[src/rtl/exp3_unidade_controle_if.sv]
// Handshake bundle between the exp3 control unit and its datapath/environment.
// master = control unit side, slave = datapath/stimulus side.
interface exp3_unidade_controle_if;
  logic       iniciar;
  logic       jogada;
  logic       fimC;
  logic       chavesIgualMemoria;
  logic       zeraC;
  logic       contaC;
  logic       zeraR;
  logic       registraR;
  logic       pronto;
  logic       acertou;
  logic       errou;
  logic       timeout;
  logic [3:0] db_estado;

  modport master (
    input  iniciar, jogada, fimC, chavesIgualMemoria,
    output zeraC, contaC, zeraR, registraR, pronto, acertou, errou, timeout, db_estado
  );

  modport slave (
    output iniciar, jogada, fimC, chavesIgualMemoria,
    input  zeraC, contaC, zeraR, registraR, pronto, acertou, errou, timeout, db_estado
  );
endinterface

[src/rtl/exp3_unidade_controle.sv]
// Moore control unit for exp3_fluxo_dados: one jogada per ROM position, ending in
// acerto (16 matches), erro (first mismatch) or timeout (no jogada within TIMEOUT_CYCLES).
module exp3_unidade_controle #(
  parameter int TIMEOUT_CYCLES = 1000,
  parameter int TW             = 10
) (
  input  logic                         clock,
  input  logic                         reset,
  exp3_unidade_controle_if.master      bus
);

  typedef enum logic [3:0] {
    INICIAL     = 4'b0000,
    PREPARA     = 4'b0001,
    ESPERA      = 4'b0010,
    REGISTRA    = 4'b0100,
    COMPARA     = 4'b0101,
    PROXIMO     = 4'b0110,
    FIM_ACERTO  = 4'b1010,
    FIM_ERRO    = 4'b1110,
    FIM_TIMEOUT = 4'b1111
  } estado_t;

  localparam logic [TW-1:0] TIMER_LIMITE = TW'((TIMEOUT_CYCLES == 0) ? 0 : TIMEOUT_CYCLES - 1);
  localparam bit            TIMEOUT_ON   = (TIMEOUT_CYCLES != 0);

  estado_t       estado;
  estado_t       proxEstado;
  logic [TW-1:0] timer;
  logic          jogadaD;
  logic          jpulse;
  logic          expirou;

  assign jpulse  = bus.jogada & ~jogadaD;
  assign expirou = TIMEOUT_ON && (timer == TIMER_LIMITE);

  // NOTE: proxEstado gets a default before the case so no path leaves it unassigned (no latch).
  always_comb begin
    proxEstado = INICIAL;
    unique case (estado)
      INICIAL:  proxEstado = bus.iniciar ? PREPARA : INICIAL;
      PREPARA:  proxEstado = ESPERA;
      ESPERA: begin
        if (jpulse)       proxEstado = REGISTRA;
        else if (expirou) proxEstado = FIM_TIMEOUT;
        else              proxEstado = ESPERA;
      end
      REGISTRA: proxEstado = COMPARA;
      COMPARA: begin
        if (!bus.chavesIgualMemoria) proxEstado = FIM_ERRO;
        else if (bus.fimC)           proxEstado = FIM_ACERTO;
        else                         proxEstado = PROXIMO;
      end
      PROXIMO:  proxEstado = ESPERA;
      FIM_ACERTO, FIM_ERRO, FIM_TIMEOUT:
        proxEstado = bus.iniciar ? PREPARA : estado;
      default:  proxEstado = INICIAL;
    endcase
  end

  // Outputs are registered from proxEstado, so each one is a pure function of the
  // state register one cycle later and never glitches with the inputs.
  // NOTE: all state here is updated with non-blocking assignments so every register
  // samples pre-edge values regardless of statement order.
  always_ff @(posedge clock or negedge reset) begin
    if (!reset) begin
      estado        <= INICIAL;
      timer         <= '0;
      jogadaD       <= 1'b0;
      bus.zeraC     <= 1'b0;
      bus.contaC    <= 1'b0;
      bus.zeraR     <= 1'b0;
      bus.registraR <= 1'b0;
      bus.pronto    <= 1'b0;
      bus.acertou   <= 1'b0;
      bus.errou     <= 1'b0;
      bus.timeout   <= 1'b0;
    end else begin
      estado  <= proxEstado;
      jogadaD <= bus.jogada;

      if (estado != ESPERA)  timer <= '0;
      else if (timer != '1)  timer <= timer + 1'b1;

      bus.zeraC     <= (proxEstado == PREPARA);
      bus.zeraR     <= (proxEstado == PREPARA);
      bus.registraR <= (proxEstado == REGISTRA);
      bus.contaC    <= (proxEstado == PROXIMO);
      bus.pronto    <= (proxEstado == FIM_ACERTO) || (proxEstado == FIM_ERRO) ||
                       (proxEstado == FIM_TIMEOUT);
      bus.acertou   <= (proxEstado == FIM_ACERTO);
      bus.errou     <= (proxEstado == FIM_ERRO) || (proxEstado == FIM_TIMEOUT);
      bus.timeout   <= (proxEstado == FIM_TIMEOUT);
    end
  end

  assign bus.db_estado = estado;

endmodule
[src/flat_wrapper.sv]
// flat-port wrapper written by rule: the top's interface ports become plain ports
module exp3_unidade_controle_flat 
#(
  parameter int TIMEOUT_CYCLES = 1000,
  parameter int TW             = 10
)
  (clock, reset, bus_iniciar, bus_jogada, bus_fimC, bus_chavesIgualMemoria, bus_zeraC, bus_contaC, bus_zeraR, bus_registraR, bus_pronto, bus_acertou, bus_errou, bus_timeout, bus_db_estado);
  exp3_unidade_controle_if bus_i ();
  input  logic clock;
  input  logic reset;
  input wire logic [$bits(bus_i.iniciar)-1:0] bus_iniciar;
  input wire logic [$bits(bus_i.jogada)-1:0] bus_jogada;
  input wire logic [$bits(bus_i.fimC)-1:0] bus_fimC;
  input wire logic [$bits(bus_i.chavesIgualMemoria)-1:0] bus_chavesIgualMemoria;
  output wire logic [$bits(bus_i.zeraC)-1:0] bus_zeraC;
  output wire logic [$bits(bus_i.contaC)-1:0] bus_contaC;
  output wire logic [$bits(bus_i.zeraR)-1:0] bus_zeraR;
  output wire logic [$bits(bus_i.registraR)-1:0] bus_registraR;
  output wire logic [$bits(bus_i.pronto)-1:0] bus_pronto;
  output wire logic [$bits(bus_i.acertou)-1:0] bus_acertou;
  output wire logic [$bits(bus_i.errou)-1:0] bus_errou;
  output wire logic [$bits(bus_i.timeout)-1:0] bus_timeout;
  output wire logic [$bits(bus_i.db_estado)-1:0] bus_db_estado;
  assign bus_i.iniciar = bus_iniciar;
  assign bus_i.jogada = bus_jogada;
  assign bus_i.fimC = bus_fimC;
  assign bus_i.chavesIgualMemoria = bus_chavesIgualMemoria;
  assign bus_zeraC = bus_i.zeraC;
  assign bus_contaC = bus_i.contaC;
  assign bus_zeraR = bus_i.zeraR;
  assign bus_registraR = bus_i.registraR;
  assign bus_pronto = bus_i.pronto;
  assign bus_acertou = bus_i.acertou;
  assign bus_errou = bus_i.errou;
  assign bus_timeout = bus_i.timeout;
  assign bus_db_estado = bus_i.db_estado;
  exp3_unidade_controle #(.TIMEOUT_CYCLES(TIMEOUT_CYCLES), .TW(TW)) u_core (.clock(clock), .reset(reset), .bus(bus_i));
endmodule
[config.mk]
export PLATFORM = sky130hd
export DESIGN_NAME = exp3_unidade_controle_flat
export DESIGN_NICKNAME = d
export VERILOG_FILES = /design/src/rtl/exp3_unidade_controle_if.sv /design/src/rtl/exp3_unidade_controle.sv /design/src/flat_wrapper.sv
export SDC_FILE = /design/constraint.sdc
export NUM_CORES = 1
export LEC_CHECK = 0
export CAP_MARGIN = 0
export CORE_MARGIN = 4
export CORE_UTILIZATION = 55
export DETAILED_ROUTE_END_ITERATION = 10
export GPL_TIMING_DRIVEN = 0
export PLACE_DENSITY = 0.86
export SKIP_CTS_REPAIR_TIMING = 1
export SLEW_MARGIN = 40
export SYNTH_ARGS = -nofsm -noshare
export SYNTH_HDL_FRONTEND = slang
export SYNTH_SLANG_ARGS = --single-unit
export TNS_END_PERCENT = 50
[constraint.sdc]
create_clock -name clock -period 3.5 [get_ports clock]
set_input_delay 0.7 -clock clock [delete_from_list [all_inputs] [get_ports clock]]
set_output_delay 0.7 -clock clock [all_outputs]
set_load 0.01 [all_outputs]
==> summary.md, run 1 <==
| Metric | Value |
|---|---|
| CTS Sinks | `22` |
| Footprint of the multi-input gates | `493 um2` |
| Fmax | `471 MHz` |
| Synthesized area | `0.00107 mm2` |
| CTS Buf Count | `3` |
| Width of the chip | `52.1 um` |
| Fin nets | `131` |
| Number of cell rows | `15` |
| CTS Buffer Depth | `2` |
| Layout cells sized above 1 | `11.4%` |
| Hpwl dp | `1.69 mm` |
| Final worst-path cycle share | `60.7%` |
| Post-synth top area cell | `dfrtp_1` |
| Global-route usage over all layers | `18.9%` |
| RSZ-0062 raised after global routing | `false` |
| Largest cells by area after synthesis | `dfrtp_1 (51%), nor2_1 (3.5%), nand2_1 (3.2%)` |
| First-pass GRT wire length | `3.86 mm` |
| Critical-path maximum fanout | `9` |
| Syn avg cell area | `about 11 um2` |
| ANT nets after route | `0` |
| Worst setup EP type | `primary output` |
| CP Cell Sequence | `clkdlybuf4s50_1` |
| Buffers and inverters on the worst path | `1` |
| CP Data Arrival Time | `1.43 ns` |
| CTS H-Tree Depth | `1` |
| HP Class | `in -> async` |
| GPL Wtd Cong | `0.843` |
| Largest net degree at the start of global routing | `23` |
| Seq cells post-synth | `22` |
| Setup_tns | `0 ns` |
| Total Power | `750 uW` |
| Layout area overhead | `22.3%` |
| Ports | `18` |
| CP max-delay cell | `clkdlybuf4s50_1` |
| Crit Path Category | `reg -> out` |
| Clk_lat worst skew | `0.30 ns` |
| Outcome | `complete, no violations` |
| Detailed Route Iter0 Violations | `16` |
| Filler instances | `133` |
| Yosys Warn Count | `0` |
| Async set-reset flop share out of synthesis | `between 90% and 100%` |
| Utilization after layout | `73.5%` |
| Initial Util | `between 60% and 70%` |
| Cell with the most instances after synthesis | `dfrtp_1` |
| Global route total overflow | `0` |
| Hold WS | `0.328 ns` |
| Seq/Total Area, Yosys | `51.4%` |
| Mapped Cells | `102` |
| Die height | `between 50 and 60 um` |
| First-pass iteration count of the detailed router | `4` |
| Die area | `0.00272 mm2` |
| Number of library cell types mapped by synthesis | `37` |
| Via count | `~900` |
| Critical path's top delay family | `buffers and inverters` |
| Initial antenna violation count | `0` |
| CTS tree | `yes` |
| Detailed Route WL | `2.29 mm` |
| Worst slew margin | `59.5%` |
| DRC Markers | `0` |
| Ys flop type | `dfrtp_1` |
| Final Skew | `0.00140 ns` |
| P_leak | `between 0.5 and 0.6 nW` |
| Root buffer cell | `clkbuf_4` |
| Worst Path Required | `2.80 ns` |
| Critical path startpoint category | `register` |
| Reg clk slew, reported paths | `0.12 ns` |
| Syn Nets | `approximately 110` |
| Area after DPL | `0.00127 mm2` |
| Worst-margin pin slew | `~0.61 ns` |
| Vias/cell | `between 6 and 7` |
| Final Hold Viols | `0` |
| Power Dens Cells | `573 mW/mm2` |
| Final Critical Period | `about 2.1 ns` |
| Final instance area | `approximately 0.0013 mm2` |
| Post-synth EDFFs | `0` |
| Peak supply drop | `approximately 0.00037 V` |
| Final setup violation count | `0` |
| Fin. max-slew vios | `0` |
| Inserted Diodes | `0` |
| Synth top area share | `between 50% and 60%` |
| DR WL/cell | `15.5 um` |
| Storage element area | `551 um2` |
| Worst path max stage delay | `0.60 ns` |
| Core area | `0.00178 mm2` |
| Vias in the first global route | `just under 900` |
| Max-cap viol count | `0` |
| Commonest cells post-synth | `dfrtp_1 (22), nor2_1 (10), nand2_1 (9)` |
| PortBufs | `17` |
==> area by class of cell <==
type	instances	share of cell area [%]
clock buffers	4	2.77
repair buffers	17	12.6
plain buffers	3	2.29
well taps	25	2.39
inverters	1	0.287
multi-input cells	76	37.6
flip-flops and latches	22	42.0
==> where the power goes <==
group,internal (mW),switching [mW],leakage [nW]
logic,0.152,0.134,0.267
registers,0.290,0.0376,0.300
clock network,0.0635,0.0739,0.0210
total,0.505,0.246,0.588
==> final timing paths <==
check	start	to	slack (ns)	cells after the start
min in group clock	u_core.timer[1]	u_core.timer[1]	0.54	2
min reg2reg	u_core.timer[1]	u_core.timer[1]	0.54	2
min	reset	u_core.timer[9]	0.33	1
max	u_core.bus.db_estado[2]	bus_db_estado[2]	1.37	1
max reg2reg	u_core.bus.db_estado[2]	u_core.bus.contaC	1.61	5
max in group asynchronous	reset	u_core.timer[2]	2.85	1
==> cell families (layout without fill, tap and decap cells) <==
family / after synthesis / in the layout / synth area share, %
AND/OR/NAND/NOR: 48 / 48 / 25.8
AO/OA/AOI/OAI: 23 / 23 / 15.0
flip-flops: 22 / 22 / 51.4
buffers and inverters: 4 / 25 / 3.15
XOR/XNOR: 2 / 2 / 1.64
multiplexers: 2 / 2 / 1.87
adder cells (fa/ha/maj): 1 / 1 / 1.17
==> stage by stage <==
| step | instances | setup slack (ns) |
|---|---|---|
| after floorplan | 102 | 1.71 |
| after global placement | 144 | 1.38 |
| after detailed placement | 144 | 1.37 |
| after CTS | 148 | 1.38 |
| after global routing | 148 | 1.31 |
| final | 148 | 1.37 |
==> layer usage <==
metal	up-vias	share of wire [%]	global-route usage [%]
met1	438	46	24.8
li1	422	-	-
met2	32	48	32.0
met5	-	0	0
met4	0	1.3	5.96
met3	4	4.4	2.87
==> flip-flops by register name (all words and copies together), names as in the netlist <==
| name | count |
|---|---|
| u_core.bus.acertou | 1 |
| u_core.bus.contaC | 1 |
| u_core.bus.db_estado | 4 |
| u_core.bus.errou | 1 |
| u_core.bus.pronto | 1 |
| u_core.bus.registraR | 1 |
| u_core.bus.timeout | 1 |
| u_core.bus.zeraC | 1 |
| u_core.jogadaD | 1 |
| u_core.timer | 10 |
==> placed cells by master, fill, tap and decap left out, drive strengths merged, types with 2 or more instances in the layout <==
| master | instances |
|---|---|
| a21oi | 2 |
| a31oi | 4 |
| and2 | 2 |
| and3 | 4 |
| buf | 4 |
| clkbuf | 4 |
| clkdlybuf4s50 | 16 |
| dfrtp | 22 |
| mux2i | 2 |
| nand2 | 9 |
| nand2b | 3 |
| nand3 | 3 |
| nand4 | 3 |
| nor2 | 10 |
| nor2b | 2 |
| nor3 | 6 |
| o21ai | 6 |
| o2bb2ai | 2 |
| xor2 | 2 |
(Power assumes the default switching activity.)
==> run 2: changes to the inputs <==
--- a/config.mk
+++ b/config.mk
@@ -7,10 +7,10 @@
 export LEC_CHECK = 0
 export CAP_MARGIN = 0
 export CORE_MARGIN = 4
-export CORE_UTILIZATION = 55
+export CORE_UTILIZATION = 46
 export DETAILED_ROUTE_END_ITERATION = 10
 export GPL_TIMING_DRIVEN = 0
-export PLACE_DENSITY = 0.86
+export PLACE_DENSITY = 0.77
 export SKIP_CTS_REPAIR_TIMING = 1
 export SLEW_MARGIN = 40
 export SYNTH_ARGS = -nofsm -noshare
==> constraint.sdc (replaced) <==
create_clock -name clock -period 1.72 [get_ports clock]
set_input_delay 0.344 -clock clock [delete_from_list [all_inputs] [get_ports clock]]
set_output_delay 0.344 -clock clock [all_outputs]
set_load 0.01 [all_outputs]
==> run 2 against run 1 <==
  * The flow now finishes with violations (hold timing)
  * Register-to-register slack got worse by 1.6 ns
  * Setup slack got worse by 1.4 ns
  * Clock skew up 0.017 ns
  * Highest routed layer is now met3
  * Non-clock buffer count is 7 higher
  * Via count decreased by 1.9%
  * Global-route usage decreased by 3.5 points
  * Cell count rose by 6.8%
  * Critical path depth increased by 3
  * Design area rose by 7.9%
  * Critical endpoint is now u_core.bus.contaC
  * Power grew 110%
  * Wire length down 0.74%
  * Largest cell class unchanged
==> summary.md, run 2 (synthesized netlist as in run 1, its figures left out) <==
| Metric | Value |
|---|---|
| CP Data Arrival Time | `1.90 ns (+0.47 ns)` |
| Critical path startpoint category | `register` |
| Final instance area | `0.00141 mm2 (+7.9%)` |
| Power Dens Cells | `1130 mW/mm2 (+98%)` |
| Reg2Reg Setup Slack | `0.008 ns (-1.60 ns)` |
| Die height | `56.3 um (+7.9%)` |
| CP Launch Point | `u_core.bus.db_estado[3]` |
| Inserted Diodes | `0 (unchanged)` |
| Worst-margin pin slew | `0.535 ns (-0.0704 ns)` |
| Root buffer cell | `clkbuf_4` |
| CTS Buffer Depth | `2 (unchanged)` |
| Peak supply drop | `0.000621 V (+68%)` |
| Final worst-path cycle share | `99.5%` |
| DRC Markers | `0 (unchanged)` |
| Cells on worst reg2reg path | `4 (-1)` |
| Core area | `0.00221 mm2 (+24%)` |
| Initial Util | `48.4% (-12 points)` |
| Vias/cell | `5.56 (-8.1%)` |
| Reg clk slew, reported paths | `0.13 ns (about the same)` |
| Most common cell after layout, fill and taps aside | `dfrtp_1` |
| Width of the chip | `56.3 um (+7.9%)` |
| Violated checks | `hold timing` |
| ANT nets after route | `0 (unchanged)` |
| Layout cells sized above 1 | `21.5% (+10 points)` |
| PortBufs | `17 (unchanged)` |
| Filler instances | `191 (+44%)` |
| Setup_tns | `0 ns (unchanged)` |
| Final Skew | `0.0184 ns (+0.0170 ns)` |
| Layout area overhead | `32.0%` |
| Hold WS | `-0.0221 ns (-0.350 ns)` |
| DR WL/cell | `14.4 um (-7.0%)` |
| Fin nets | `138 (+5.3%)` |
| Worst Path Required | `1.91 ns (-0.89 ns)` |
| Worst setup EP type | `register` |
| Largest Register | `u_core.timer` |
| Hpwl dp | `1.59 mm (-6.1%)` |
| Final Hold Viols | `16 (+16)` |
| Die area | `0.00316 mm2 (+16%)` |
| First-pass GRT wire length | `4.00 mm (+3.6%)` |
| Area after DPL | `0.00128 mm2 (+0.49%)` |
| First-pass iteration count of the detailed router | `4 (unchanged)` |
| Largest net degree at the start of global routing | `23 (unchanged)` |
| Footprint of the multi-input gates | `539 um2 (+9.4%)` |
| Detailed Route Iter0 Violations | `13 (-3)` |
| Setup WS post-layout | `0.00835 ns (-1.37 ns)` |
| Critical-path maximum fanout | `8 (-1)` |
| Largest register FFs | `10 (unchanged)` |
| CTS H-Tree Depth | `1 (unchanged)` |
| CTS Buf Count | `3 (unchanged)` |
| Number of cell rows | `17 (+2)` |
| Pre-CTS setup slack | `-0.0945 ns (-1.47 ns)` |
| Final Critical Period | `1.71 ns` |
| Global route total overflow | `0 (unchanged)` |
| Outcome | `finished with violations` |
| Initial antenna violation count | `0 (unchanged)` |
| Most frequent cells in the layout | `dfrtp_1 (20), clkdlybuf4s50_1 (15), nor2_1 (9), buf_4 (9), nand2_1 (7)` |
| Vias in the first global route | `900 (+1.9%)` |
| Final setup violation count | `0 (unchanged)` |
| HP Class | `in -> async` |
| Global-route usage over all layers | `15.5% (-3.5 points)` |
| Storage element area | `553 um2 (+0.45%)` |
| GPL Wtd Cong | `0.770 (-8.7%)` |
| Ports | `18 (unchanged)` |
| Utilization after layout | `63.9% (-9.6 points)` |
| P_leak | `0.657 nW (+12%)` |
| Fin. max-slew vios | `0 (unchanged)` |
| Max-cap viol count | `0 (unchanged)` |
| Reg-to-reg endpoint | `u_core.bus.contaC` |
| Detailed Route WL | `2.27 mm (-0.74%)` |
| R2R Path Start | `u_core.bus.db_estado[3]` |
| Worst slew margin | `63.8% (+4.3 points)` |
| Crit Path Category | `reg -> reg` |
| CTS Sinks | `22 (unchanged)` |
| CTS tree | `yes` |
| Clk_lat worst skew | `0.30 ns (about the same)` |
| Via count | `879 (-1.9%)` |
| RSZ-0062 raised after global routing | `true` |
| Fmax | `584 MHz` |
run 2: critical path, cell delays in order (launching register included):
cell and delay [ns]:
dfrtp_2 0.48, or4b_4 0.64, nor2_4 0.17, nand3_4 0.11
and4_1 0.20
run 2: metrics by stage:
step	std cells	power, mW
after floorplan	102	1.02
after global placement	147	1.23
after detailed placement	147	1.26
after CTS	151	1.53
after global routing	158	1.70
final	158	1.60
run 2: layout make-up:
type	count	share of cell area [%]
inverters	1	0.265
multi-input cells	76	38.1
flip-flops and latches	22	39.1
plain buffers	2	1.33
well taps	28	2.48
repair buffers	25	16.1
clock buffers	4	2.57
run 2: worst max-delay path by stage:
stage,end,depth (start not counted),slack (ns)
3_5_place_dp,u_core.bus.contaC,5,-0.09
6_report,u_core.bus.contaC,4,0.008
4_1_cts,u_core.bus.contaC,6,-0.11
3_3_place_gp,u_core.bus.contaC,3,-0.21
5_1_grt,u_core.bus.contaC,5,-0.06
2_1_floorplan,u_core.bus.contaC,6,-0.02
run 2: layer usage:
metal / part of all wire [%] / up-vias / track usage (%)
met4: 0 / 0 / 4.75
met3: 3.3 / 0 / 2.76
li1: - / 437 / -
met5: 0 / - / 0
met2: 53 / 11 / 26.4
met1: 43 / 431 / 19.8
run 2: power breakdown:
| part | switching [mW] | internal, mW | total, mW | leakage, nW |
|---|---|---|---|---|
| clock | 0.151 | 0.129 | 0.280 | 0.0210 |
| combinational | 0.290 | 0.363 | 0.653 | 0.340 |
| sequential | 0.0765 | 0.593 | 0.670 | 0.297 |
| total | 0.518 | 1.08 | 1.60 | 0.657 |
